## src/rtl/seg_text_writer.sv

```systemverilog
//------------------------------------------------------------------------------
// seg_text_writer: Morse character sink that builds a right-entry 8-digit
// seven-segment text buffer with backspace/clear and a blinking cursor.
// Revision: 1.0
//------------------------------------------------------------------------------
`default_nettype none

module seg_text_writer #(
  parameter int BLINK_DIV = 50_000_000
) (
  input  logic        clk,
  input  logic        rst,
  input  logic        char_valid,
  input  logic [5:0]  char_code,
  input  logic        cmd_bksp,
  input  logic        cmd_clear,
  input  logic        cursor_en,
  output logic        ready,
  output logic [63:0] seg_data,
  output logic [3:0]  char_count,
  output logic        overflow
);

  localparam int              CNT_W   = $clog2(BLINK_DIV);
  localparam logic [CNT_W-1:0] CNT_MAX = CNT_W'(BLINK_DIV - 1);
  localparam logic [CNT_W-1:0] CNT_ONE = CNT_W'(1);
  localparam logic [3:0]       DIGITS  = 4'd8;

  typedef enum logic {
    S_IDLE   = 1'b0,
    S_LOOKUP = 1'b1
  } state_e;

  state_e           state_q, state_d;
  logic [5:0]       code_q, code_d;
  logic [63:0]      buf_q, buf_d;
  logic [3:0]       count_q, count_d;
  logic             ovf_q, ovf_d;
  logic             live_q, live_d;
  logic [CNT_W-1:0] blink_cnt_q, blink_cnt_d;
  logic             phase_q, phase_d;

  logic [7:0]       glyph;
  logic             cursor_dp;

  // Segment byte ordering is a,b,c,d,e,f,g,dp from MSB to LSB; dp always 0.
  function automatic logic [7:0] glyph_of(input logic [5:0] c);
    logic [7:0] g;
    case (c)
      6'd0:  g = 8'hFC;
      6'd1:  g = 8'h60;
      6'd2:  g = 8'hDA;
      6'd3:  g = 8'hF2;
      6'd4:  g = 8'h66;
      6'd5:  g = 8'hB6;
      6'd6:  g = 8'hBE;
      6'd7:  g = 8'hE0;
      6'd8:  g = 8'hFE;
      6'd9:  g = 8'hF6;
      6'd10: g = 8'hEE;
      6'd11: g = 8'h3E;
      6'd12: g = 8'h9C;
      6'd13: g = 8'h7A;
      6'd14: g = 8'h9E;
      6'd15: g = 8'h8E;
      6'd16: g = 8'hBC;
      6'd17: g = 8'h6E;
      6'd18: g = 8'h0C;
      6'd19: g = 8'h78;
      6'd20: g = 8'hAE;
      6'd21: g = 8'h1C;
      6'd22: g = 8'hD4;
      6'd23: g = 8'h2A;
      6'd24: g = 8'h3A;
      6'd25: g = 8'hCE;
      6'd26: g = 8'hE6;
      6'd27: g = 8'h0A;
      6'd28: g = 8'hB6;
      6'd29: g = 8'h1E;
      6'd30: g = 8'h7C;
      6'd31: g = 8'h38;
      6'd32: g = 8'h56;
      6'd33: g = 8'h6C;
      6'd34: g = 8'h76;
      6'd35: g = 8'hDA;
      6'd36: g = 8'h00;
      default: g = 8'h02;
    endcase
    return g;
  endfunction

  assign glyph = glyph_of(code_q);

  // live_q holds ready low until the first edge after reset release.
  assign ready      = (state_q == S_IDLE) & live_q;
  assign cursor_dp  = cursor_en & phase_q & (count_q < DIGITS);
  assign seg_data   = {buf_q[63:1], buf_q[0] | cursor_dp};
  assign char_count = count_q;
  assign overflow   = ovf_q;

  always_comb begin
    state_d     = state_q;
    code_d      = code_q;
    buf_d       = buf_q;
    count_d     = count_q;
    ovf_d       = ovf_q;
    live_d      = 1'b1;
    blink_cnt_d = blink_cnt_q + CNT_ONE;
    phase_d     = phase_q;

    if (blink_cnt_q == CNT_MAX) begin
      blink_cnt_d = '0;
      phase_d     = ~phase_q;
    end

    case (state_q)
      S_IDLE: begin
        if (ready) begin
          if (cmd_clear) begin
            buf_d   = '0;
            count_d = '0;
            ovf_d   = 1'b0;
          end else if (cmd_bksp) begin
            if (count_q != 4'd0) begin
              buf_d   = {8'h00, buf_q[63:8]};
              count_d = count_q - 4'd1;
            end
          end else if (char_valid) begin
            code_d  = char_code;
            state_d = S_LOOKUP;
          end
        end
      end
      S_LOOKUP: begin
        // At full occupancy the oldest digit scrolls out and the count holds.
        buf_d = {buf_q[55:0], glyph};
        if (count_q == DIGITS) begin
          ovf_d = 1'b1;
        end else begin
          count_d = count_q + 4'd1;
        end
        state_d = S_IDLE;
      end
      default: state_d = S_IDLE;
    endcase
  end

  always_ff @(posedge clk or negedge rst) begin
    if (!rst) begin
      state_q     <= S_IDLE;
      code_q      <= '0;
      buf_q       <= '0;
      count_q     <= '0;
      ovf_q       <= 1'b0;
      live_q      <= 1'b0;
      blink_cnt_q <= '0;
      phase_q     <= 1'b0;
    end else begin
      state_q     <= state_d;
      code_q      <= code_d;
      buf_q       <= buf_d;
      count_q     <= count_d;
      ovf_q       <= ovf_d;
      live_q      <= live_d;
      blink_cnt_q <= blink_cnt_d;
      phase_q     <= phase_d;
    end
  end

endmodule

`default_nettype wire

```

## config.mk

```make
export PLATFORM = sky130hd
export DESIGN_NAME = seg_text_writer
export DESIGN_NICKNAME = d
export VERILOG_FILES = /design/src/rtl/seg_text_writer.sv
export SDC_FILE = /design/constraint.sdc
export NUM_CORES = 1
export LEC_CHECK = 0
export CORE_UTILIZATION = 48
export CTS_BUF_LIST = sky130_fd_sc_hd__clkbuf_16
export DETAILED_ROUTE_END_ITERATION = 6
export DONT_BUFFER_PORTS = 1
export PLACE_DENSITY_LB_ADDON = 0.25
export RECOVER_POWER = 100
export SLEW_MARGIN = 10
export SYNTH_ARGS = -nofsm -noshare
export SYNTH_HDL_FRONTEND = slang
export SYNTH_SLANG_ARGS = --single-unit
```

## constraint.sdc

```tcl
create_clock -name clk -period 4.6 [get_ports clk]
set_input_delay 0.92 -clock clk [delete_from_list [all_inputs] [get_ports clk]]
set_output_delay 0.92 -clock clk [all_outputs]
set_load 0.005 [all_outputs]
```

==> results.cfg, run 1 <==
[outcome]
status = complete, but fails checks
failed_checks = DRC, capacitance limit, slew limit

[logic_synthesis]
async_flop_share = 1.00
seq_area_frac_synth = 0.450
yosys.cell_types.count = 57
synth-edff-count = 0
synth_area_sq_um = 5780
avgSynthCellArea_sq_um = 9.05
syn_nets = 661
synth_ff_type = dfrtp_1
synthCells = 639
yosys_warnings = 0
ys_ff_latch = 104

[power_and_ir_drop]
switching_share = 0.322
vdd_ir_drop_max_v = 0.000239
net-switching-power_w = 0.000712
clkPwrFrac = 0.329
comb_power_share = 0.174
power.internal_w = 0.00150
power_frac_seq = 0.498
power_leakage_nw = 2.59
p_per_area_nw_per_um2 = 397

[placement]
gp_congestion = 0.848
place_area_sq_um = 5300
port_buffers = 0
dp_hpwl_mm = 8.33
pre_cts_ws_ns = 1.97

[floorplanning]
fp.dieH_microns = 112
die_x_microns = 112
io_pins = 82
row_count = 39
die_area_sq_um = 12500
design.core.area_sq_um = 11600
start_util = 0.500

[drt]
antenna_left = 0
via_per_inst = 5.76
vias = 4027
dr.pass1.iters = 7
wl_mm = 12.4
routedWlPerCell_microns = 17.7
drc_errors = 9
dr.first_iter.drc_count = 351

[global_routing]
antenna_found_initial = 0
grt.total_usage = 0.210
grt_start_max_net_pins = 105
grt_pass1_wl_mm = 20.7
grt-ovfl-total = 0
grt_pass1_vias = 3831

[timing]
final.setup.tns_ns = 0
rsz0062_at_grt = false
finalHoldViolCount = 0
finClkSkew_ns = 0.0137
setup_viol = 0
worst_slack_ns = 1.37
clock.fmax_mhz = 310
min_period_ns = 3.23
drv_slew = 52
post-route-period-util = 0.702
relSlewSlack = -0.219
tightest_slew_ns = 1.83

[setup_path]
worstPathRequired_ns = 4.87
crit_type = flop to flop
critPathMaxFanout = 51
endpoint_kind = flop
cp.arrival_ns = 3.50
cp-start-kind = flop

[clocking]
clk_pin_slew_worst_paths_ns = 0.08
post_cts_buffers = 0
clk_latency_ns = 0.36
cts_resized = 0
cts_inserted_buffers = 9
cts_tree = yes
h-tree-depth = 3
cts_buffer_depth = 2
root_buffer = clkbuf_16
hold_buffers = 0
cts_num_sinks = 104

[cells_and_area]
register_area_sq_um = 2600
diodes = 0
multi_input_area_sq_um = 2440
nFillCells = 1056
drive_gt1_frac = 0.0468
finalNetCount = 573
fin_area_sq_um = 5560
areaGrowthSynthToFinish_pct = -3.85

[job]
drv_cap = 1

[hold_path]
hold_path.class = input pin to async pin
## area by class of cell
type,count,area share
inverter,15,0.0101
clock buffer,9,0.0405
multi-input combinational,420,0.438
timing repair buffer,1,0.00135
tap,143,0.0322
clock inverter,7,0.00990
sequential,104,0.468
## metrics by stage
| stage | hold WS, ns | power (W) | std cells | utilization |
|---|---|---|---|---|
| 2_1_floorplan | 0.441 | 0.00147 | 639 | - |
| 3_3_place_gp | 0.457 | 0.00150 | 683 | 0.458 |
| 3_5_place_dp | 0.469 | 0.00151 | 683 | 0.458 |
| 4_1_cts | 0.236 | 0.00225 | 699 | 0.482 |
| 5_1_grt | 0.230 | 0.00233 | 699 | 0.481 |
| 6_report | 0.255 | 0.00221 | 699 | 0.481 |
## cell families (layout without fill, tap and decap cells)
logic type,after synthesis,in the layout,synth area share
and+or+nand+nor,244,244,0.192
buffers and inverters,115,32,0.126
DFF,104,104,0.450
AOI/OAI and AO/OA,133,133,0.158
adders and majority gates,10,10,0.0216
muxes,8,8,0.0151
other,1,1,0.000648
xor gates and xnor gates,24,24,0.0363
## sequential cells by signal, summed over array words and instances (netlist names)
signal	count
phase_q	1
overflow	1
state_q	1
buf_q	64
char_count	4
live_q	1
code_q	6
blink_cnt_q	26
## power groups by stage
stage | Clock, W | Combinational (W) | Sequential [W]
finish | 0.000726 | 0.000384 | 0.00110
global route | 0.000780 | 0.000435 | 0.00112
CTS | 0.000750 | 0.000396 | 0.00110
detailed placement | 0 | 0.000394 | 0.00112
global placement | 0 | 0.000382 | 0.00112
floorplan | 0 | 0.000432 | 0.00104
## critical path, stage by stage (launching register included)
cell and delay [ns]:
dfrtp_1 0.48, inv_1 0.10, ha_1 0.21, or3b_1 0.39, a21oi_1 0.17, o21ba_1 1.38, o21ai_0 0.26, nand3_1 0.16
## worst paths after layout
path                          startpoint            end  slack, ns  cells after the start
setup / recovery           char_count[0]  char_count[1]       1.37                      7
hold / removal                       rst      buf_q[44]       0.26                      0
setup reg to reg           char_count[0]  char_count[1]       1.37                      7
hold reg to reg                  phase_q        phase_q       0.48                      1
max in group asynchronous            rst       overflow       4.18                      0
min in group clk                 phase_q        phase_q       0.48                      1
## cell usage in the layout, fill, tap and decap left out, types with 5 or more instances in the layout
cell         n
clkbuf_16    9
xnor2_1      7
nand4_1     12
a21oi_1     18
a22oi_1     46
dfrtp_1    104
nand3_1     18
a21o_1       7
nand2_1    147
ha_1        10
mux2_2       6
o21ai_0     31
nor2b_1      5
inv_1       15
nor3_1       7
xor2_1      17
nor2_1      25
## synth_stat cells, types with 7 or more instances
| cell | instances | area (sq um) |
|---|---|---|
| nand2_1 | 147 | 552 |
| dfrtp_1 | 104 | 2600 |
| buf_4 | 63 | 473 |
| a22oi_1 | 46 | 345 |
| o21ai_0 | 28 | 140 |
| nor2_1 | 25 | 93.8 |
| clkbuf_1 | 20 | 75.1 |
| a21oi_1 | 18 | 90.1 |
| nand3_1 | 18 | 90.1 |
| xor2_1 | 17 | 149 |
| inv_1 | 15 | 56.3 |
| nand4_1 | 12 | 75.1 |
| ha_1 | 10 | 125 |
| buf_2 | 8 | 40.0 |
| a21o_1 | 7 | 52.6 |
| buf_6 | 7 | 78.8 |
| nor3_1 | 7 | 35.0 |
| xnor2_1 | 7 | 61.3 |
## layer usage
layer  global-route usage  up-vias  share of wire
li1                     -     1963              -
met1                0.267     1947           0.42
met2                0.334      111           0.48
met3               0.0849        6          0.094
met4               0.0468        0         0.0052
met5                    0        -              0
No activity file was read; power rests on OpenSTA's default activity.
==> inputs of run 2 (changes only) <==
- clock period: 4.6 -> 2.9 ns (I/O delays scaled with it)
==> run 2 against run 1 <==
Effect of this change:
- the flow finishes with violations (DRC, hold timing)
- clock skew down 0.0042 ns
- final cell count rose by 0.43%
- first-iteration DRC count shrank 17%
- cell area increased by 1.2%
- clock-buffer cell count unchanged
- wire length rose by 3.2%
- total power grew 65%
- worst hold slack worse by 0.34 ns
- largest cell class unchanged
- highest routed layer unchanged
==> results.cfg, run 2 (same netlist as run 1, synthesis figures left out) <==
[cells_and_area]
largestRegisters = buf_q x64, blink_cnt_q x26, code_q x6
regMostFlops = buf_q
fin_cells = 702
diodes = 0
largest_register_ffs = 64
layout.cells.most_common_list = 147 x nand2_1, 104 x dfrtp_1, 46 x a22oi_1
drive_gt1_frac = 0.0572
areaGrowthSynthToFinish_pct = -2.66
register_area_sq_um = 2600
layout_commonest_cell = nand2_1
finalNetCount = 576
multi_input_area_sq_um = 2440
nFillCells = 1072
fin_area_sq_um = 5630

[timing]
tightest_slew_ns = 0.847
rsz0062_at_grt = false
min_period_ns = 2.48
holdWs_ns = -0.0816
relSlewSlack = 0.435
final.setup.tns_ns = 0
clock.fmax_mhz = 403
post-route-period-util = 0.856
finClkSkew_ns = 0.00947
finalHoldViolCount = 104
drv_slew = 0
setup_viol = 0

[job]
drv_cap = 0

[clocking]
cts_num_sinks = 104
clk_latency_ns = 0.35
cts_buffer_depth = 2
root_buffer = clkbuf_16
cts_tree = yes
cts_inserted_buffers = 9
clk_pin_slew_worst_paths_ns = 0.07
h-tree-depth = 3
post_cts_buffers = 0
cts_resized = 0

[drt]
dr.first_iter.drc_count = 290
vias = 4140
wl_mm = 12.8
routedWlPerCell_microns = 18.2
dr.pass1.iters = 7
via_per_inst = 5.90
drc_errors = 8
antenna_left = 0

[global_routing]
grt_pass1_vias = 3990
grt-ovfl-total = 0
antenna_found_initial = 0
grt.total_usage = 0.213
grt_start_max_net_pins = 105
grt_pass1_wl_mm = 21.1

[setup_path]
cp.arrival_ns = 2.72
worstReg2RegStart = char_count[0]
r2r-end = buf_q[46]
cp-start-kind = flop
reg2reg_depth = 7
worstPathRequired_ns = 3.14
crit_type = flop to flop
ff2ff_setup_slack_ns = 0.42
critPathMaxFanout = 45
endpoint_kind = flop

[hold_path]
hold_path.class = input pin to async pin

[outcome]
failed_checks = DRC, hold timing
status = complete, but fails checks

[floorplanning]
design.core.area_sq_um = 11600
start_util = 0.500
io_pins = 82
fp.dieH_microns = 112
row_count = 39
die_x_microns = 112
die_area_sq_um = 12500

[placement]
place_area_sq_um = 5330
port_buffers = 0
dp_hpwl_mm = 8.53
gp_congestion = 0.850
placedCellCount = 686

[power_and_ir_drop]
vdd_ir_drop_max_v = 0.000314
finalPower_w = 0.00364
power_leakage_nw = 2.61
p_per_area_nw_per_um2 = 646
run 2: cell count changes in the layout (fill, tap and decap cells not counted), sizes merged:
cell      before  now
buf            1    4
inv           18   17
bufinv         0    1
clkinv         3    0
clkinvlp       1    4
run 2: per-layer routing:
metal / GRT usage / up-vias / routed length, microns / part of all wire
li1: - / 1977 / - / -
met1: 0.269 / 2035 / 5490 / 0.43
met2: 0.347 / 117 / 6120 / 0.48
met3: 0.0838 / 11 / 1060 / 0.083
met4: 0.0459 / 0 / 126 / 0.0098
met5: 0 / - / 0 / 0
run 2: critical path, cell delays in order (launching register included):
cell and delay, ns:
dfrtp_1 0.48, inv_1 0.09, ha_1 0.22, or3b_1 0.40, and2_4 0.21, and3_2 0.50
a222oi_1 0.40, inv_1 0.07
run 2: final cells by class:
class / instances / share of cell area
multi-input cells: 420 / 0.434
repair buffers: 4 / 0.00756
well taps: 143 / 0.0318
clock buffers: 9 / 0.0400
inverters: 15 / 0.0100
clock inverters: 7 / 0.0142
flip-flops and latches: 104 / 0.462
run 2: how the worst max path moves through the flow:
stage               slack (ns)     startpoint        end  depth (start not counted)
floorplan                 0.81  char_count[0]  buf_q[46]                          9
global placement          0.69  char_count[0]  buf_q[46]                          7
detailed placement        0.63  char_count[0]  buf_q[46]                          7
CTS                       0.63  char_count[0]  buf_q[46]                          7
global route              0.27  char_count[0]  buf_q[46]                          7
finish                    0.42  char_count[0]  buf_q[46]                          7
run 2: where the power goes:
part	total, W	internal (W)	leakage (nW)	switching, W
Sequential	0.00175	0.00153	1.41	0.000216
Clock	0.00125	0.000679	0.136	0.000573
Combinational	0.000639	0.000269	1.06	0.000370
Total	0.00364	0.00248	2.61	0.00116
run 2: per-stage QoR:
stage / setup slack, ns / utilization
2_1_floorplan: 0.812 / -
3_3_place_gp: 0.688 / 0.461
3_5_place_dp: 0.631 / 0.461
4_1_cts: 0.635 / 0.488
5_1_grt: 0.275 / 0.487
6_report: 0.418 / 0.487
